`config.mk`:
```
export PLATFORM = sky130hd
export DESIGN_NAME = fir_out_decim
export DESIGN_NICKNAME = d
export VERILOG_FILES = /design/src/rtl/fir_out_decim.sv
export SDC_FILE = /design/constraint.sdc
export NUM_CORES = 1
export LEC_CHECK = 0
export ABC_AREA = 1
export CAP_MARGIN = 20
export CELL_PAD_IN_SITES_DETAIL_PLACEMENT = 1
export CELL_PAD_IN_SITES_GLOBAL_PLACEMENT = 1
export CORE_MARGIN = 1
export CORE_UTILIZATION = 42
export CTS_CLUSTER_SIZE = 25
export DETAILED_ROUTE_END_ITERATION = 12
export DONT_BUFFER_PORTS = 1
export PLACE_DENSITY_LB_ADDON = 0.15
export SYNTH_ARGS = -nofsm -noshare
export SYNTH_HDL_FRONTEND = slang
export SYNTH_SLANG_ARGS = --single-unit
```
`constraint.sdc`:
```
create_clock -name clk -period 6.3 [get_ports clk]
set_input_delay 0.945 -clock clk [delete_from_list [all_inputs] [get_ports clk]]
set_output_delay 0.945 -clock clk [all_outputs]
set_load 0.05 [all_outputs]
```
`src/rtl/fir_out_decim.sv`:
```
// FIR output stage: decimate by DECIM, round/saturate 18->16 bits, buffer in a FWFT FIFO.
// Optional saturation event counter o_sat_cnt when SAT_STATS_EN is defined.
module fir_out_decim #(
  parameter int DECIM      = 4,
  parameter int SHIFT      = 2,
  parameter int FIFO_DEPTH = 8
) (
  input  logic               clk,
  input  logic               i_rst,
  input  logic signed [17:0] i_y,
  input  logic               i_valid,
  output logic signed [15:0] o_data,
  output logic               o_valid,
  input  logic               i_ready,
  output logic               o_full,
  output logic               o_ovf
`ifdef SAT_STATS_EN
  ,
  output logic [15:0]        o_sat_cnt
`endif
);

  localparam int PW = (DECIM > 1) ? $clog2(DECIM) : 1;
  localparam int AW = $clog2(FIFO_DEPTH);
  localparam logic signed [18:0] RND = 19'sd1 <<< (SHIFT - 1);

  typedef struct packed {
    logic               push;
    logic signed [15:0] data;
  } stage_t;

  logic [PW-1:0] phase;
  logic          keep;

  assign keep = i_valid && (phase == '0);

  always_ff @(posedge clk or negedge i_rst) begin
    if (!i_rst)
      phase <= '0;
    else if (i_valid)
      phase <= (phase == PW'(DECIM - 1)) ? '0 : phase + PW'(1);
  end

  // 19-bit arithmetic so the rounding add cannot wrap at the positive rail
  logic signed [18:0] y_ext, sum, t;
  logic signed [15:0] q;
  logic               sat;

  always_comb begin
    y_ext = {i_y[17], i_y};
    sum   = y_ext + RND;
    t     = sum >>> SHIFT;
    q     = t[15:0];
    sat   = 1'b0;
    if (t > 19'sd32767) begin
      q   = 16'sh7FFF;
      sat = 1'b1;
    end else if (t < -19'sd32768) begin
      q   = 16'sh8000;
      sat = 1'b1;
    end
  end

  stage_t s1;

  always_ff @(posedge clk or negedge i_rst) begin
    if (!i_rst) begin
      s1 <= '0;
    end else begin
      s1.push <= keep;
      if (keep) s1.data <= q;
    end
  end

`ifdef SAT_STATS_EN
  always_ff @(posedge clk or negedge i_rst) begin
    if (!i_rst)
      o_sat_cnt <= '0;
    else if (keep && sat && (o_sat_cnt != 16'hFFFF))
      o_sat_cnt <= o_sat_cnt + 16'd1;
  end
`endif

  logic signed [15:0] mem [FIFO_DEPTH];
  logic [AW-1:0]      wr_ptr, rd_ptr, rd_next;
  logic [AW:0]        count, count_vis;
  logic               full, pop, wr_en, drop;

  assign full      = (count == (AW+1)'(FIFO_DEPTH));
  assign pop       = o_valid && i_ready;
  assign wr_en     = s1.push && (!full || pop);
  assign drop      = s1.push && full && !pop;
  assign rd_next   = rd_ptr + AW'(pop);
  // entries already resident before this edge; a same-edge push shows up one cycle later
  assign count_vis = count - {{AW{1'b0}}, pop};
  assign o_full    = full;

  always_ff @(posedge clk) begin
    if (wr_en) mem[wr_ptr] <= s1.data;
  end

  always_ff @(posedge clk or negedge i_rst) begin
    if (!i_rst) begin
      wr_ptr  <= '0;
      rd_ptr  <= '0;
      count   <= '0;
      o_data  <= '0;
      o_valid <= 1'b0;
      o_ovf   <= 1'b0;
    end else begin
      if (wr_en) wr_ptr <= wr_ptr + AW'(1);
      rd_ptr <= rd_next;
      case ({wr_en, pop})
        2'b10:   count <= count + (AW+1)'(1);
        2'b01:   count <= count - (AW+1)'(1);
        default: count <= count;
      endcase
      o_valid <= (count_vis != '0);
      if (count_vis != '0) o_data <= mem[rd_next];
      if (drop) o_ovf <= 1'b1;
    end
  end

endmodule

```
==> run metrics <==
Post-Syn Nets=708; number of port buffers=0; initial antenna violation count=1; CTS tree=yes; Synth-to-Final Area Change=11.7%; Peak VDD IR=around 0.6 mV; clk buf depth=2; sequential cell area fraction in the yosys report=67.1%; DR DRC count=0; Finished Layout Cells=909; Setup TNS Final=0 ns; first-pass GRT wire length=about 27000 um; I/O Pins=41; WP data required=6.59 ns; initial core utilization=between 40 and 50%; status=completed; Worst-Margin Slew=1.10 ns; final core occ=approximately half; clock root cell=clkbuf_16; Die H=135 um; slew margin rel.=between 20% and 30%; Startpoint Class=register; Die Span X=135 um; largest net degree at the start of global routing=66; dominant cell type by area after synthesis=edfxtp_1; DR vias/cell=5.28; critical path, cell by cell=nand2_1 > inv_1 > ha_1 > ha_1 > buf_4 > nor2_1 > o21ai_0 > o21ai_0 > o211ai_1 > o21ai_0; GRT Resource Usage Total=19.6%; Worst Skew=0.00737 ns; Data arrival, critical path=between 3 and 4 ns; Net count, final=703; drt first-iter violations=between 150 and 200; post-CTS setup buffers=0; crit path time final=2.94 ns; die area=about 18000 sq um; core area=17400 sq um; Crit. End Element=register; class of the worst hold path=input pin to async pin; pre-CTS setup slack=roughly 3.1 ns; clk slew on worst S/H paths=0.06 ns; drt wl/cell=~18 um; placed cell count=between 800 and 900; share of cells above drive strength 1=10.4%; unrepaired setup endpoints after global routing=no; Avg Cell Area, Syn=about 11 sq um; number of synthesis warnings=0; Lkg Pwr=roughly 3.1 nW; Syn Std Cell Area=~7500 sq um; H-tree depth=4; Crit Path Class=register to register; Gate Count Post-Synth=676; Post-CTS Hold Fix Bufs=0; final hold vios=0; max-slew violations=0; ANT nets after route=0; clock sinks=~180; placer congestion estimate=0.725; crit share post-route=46.6%; Pwr Density=559 nW/um^2; total power=4.67 mW; 1st-pass router iterations=4; synth top area cells=edfxtp_1 51%, dfrtp_1 16%, o21ai_0 6.3%; Placement Rows=48; Slowest Stage Delay on Critical Path=0.56 ns; min setup slack post-route=between 3 and 4 ns; area share of the largest cell type after synthesis=51.4%; Clk Latency, worst-skew pair=0.43 ns; Antenna diodes=0; Distinct cells, synth=29; Synth Register Bits=175; global route overflow=0; TritonCTS Buffers=17; post-cts sizing count=0; Peak Freq=340 MHz; final HPWL from detailed placement=around 10000 um; vias in the first global route=5255; Crit Path Max Fanout=65; max cap viols=0; worst-path cell with the longest stage delay=dfrtp_1; CP most frequent cell=o21ai_0; drt total wl=16300 um; final setup vio count=0; via count=~4800
[path summary, 6_finish.rpt]
| kind | to | slack [ns] | cells after the start | start |
|---|---|---|---|---|
| worst min register to register | count[0] | 0.47 | 1 | count[0] |
| worst max-delay path | o_data[9] | 3.36 | 10 | o_valid |
| min in group clk | count[0] | 0.47 | 1 | count[0] |
| worst min-delay path | wr_ptr[1] | 0.21 | 0 | i_rst |
| worst max register to register | o_data[9] | 3.36 | 10 | o_valid |
| max in group asynchronous | s1[3] | 6.00 | 0 | i_rst |
[registers in the layout (all words and copies together), names as in the netlist]
signal,flops
o_valid,1
o_ovf,1
s1,17
wr_ptr,3
mem,128
phase,2
count,4
rd_ptr,3
o_data,16
[synthesized netlist by cell type (all sizes together)]
cell type	count
nand3	14
fa	1
clkbuf	20
dfrtp	47
edfxtp	128
or2	2
nand4	3
o21bai	1
nor3	3
xor2	12
nor2	128
ha	9
nand2	118
buf	10
o21ai	101
o211ai	32
a31o	1
inv	39
xnor2	6
a211oi	1
[power breakdown]
group | switching [mW] | internal [mW]
Clock | 0.421 | 0.704
Sequential | 0.429 | 1.60
Combinational | 1.04 | 0.482
[cell families (layout without fill, tap and decap cells)]
kind of cell | count (synthesis) | count (layout) | share of synthesized area, %
and+or+nand+nor | 268 | 268 | 14.8
AOI/OAI and AO/OA | 136 | 136 | 10.3
DFF | 175 | 175 | 67.1
buffers and inverters | 69 | 77 | 3.86
xor gates and xnor gates | 18 | 18 | 2.11
adders and majority gates | 10 | 10 | 1.77
[critical path, delay by kind of cell, from the launching register on]
kind	cells	cell delay, ns
compound gates	4	0.75
fa+ha+maj	2	0.46
buf+inv	2	0.65
flops	1	0.56
simple gates	2	0.38
[cell usage in the layout, fill, tap and decap left out]
cell type / Yosys / final
nor3_1: 2 / 2
clkinv_4: 0 / 1
a31o_2: 1 / 1
o21bai_2: 1 / 1
o21ai_0: 94 / 94
clkbuf_1: 20 / 3
xor2_2: 0 / 1
nand3_1: 12 / 12
nor3_2: 1 / 1
a211oi_1: 1 / 1
inv_1: 37 / 37
inv_2: 2 / 2
ha_1: 9 / 9
dfrtp_1: 47 / 47
edfxtp_1: 128 / 128
nand4_1: 3 / 3
buf_4: 1 / 4
or2_2: 2 / 2
bufinv_16: 0 / 3
xor2_1: 12 / 11
buf_8: 0 / 2
xnor2_1: 6 / 6
nand3_4: 1 / 1
clkinvlp_4: 0 / 3
o211ai_1: 32 / 32
o21ai_1: 7 / 7
nand2_1: 104 / 104
nand2_2: 14 / 14
nor2_1: 124 / 116
clkbuf_8: 0 / 3
nor2_2: 4 / 12
nand3_2: 1 / 1
clkbuf_16: 0 / 19
fa_1: 1 / 1
[area by class of cell]
| type | count | area [sq um] |
|---|---|---|
| clock buffer | 25 | 528 |
| clock inverter | 7 | 121 |
| fill | 1872 | 9000 |
| inverter | 39 | 146 |
| multi-input combinational | 432 | 2200 |
| sequential | 175 | 5020 |
| tap | 225 | 282 |
| timing repair buffer | 6 | 60.1 |
[layer usage]
layer,vias up,GRT usage (%),part of all wire (%)
li1,2303,-,-
met1,2392,23.0,43
met2,87,34.7,52
met3,19,4.30,3.7
met4,2,7.68,1.5
met5,-,0,0.080
[metrics by stage]
stage	cell area (sq um)	hold WS [ns]
floorplan	7480	0.442
global route	8360	0.184
global placement	7680	0.459
finish	8360	0.207
detailed placement	7680	0.466
CTS	8330	0.191
Power figures use the tool's default switching activity.
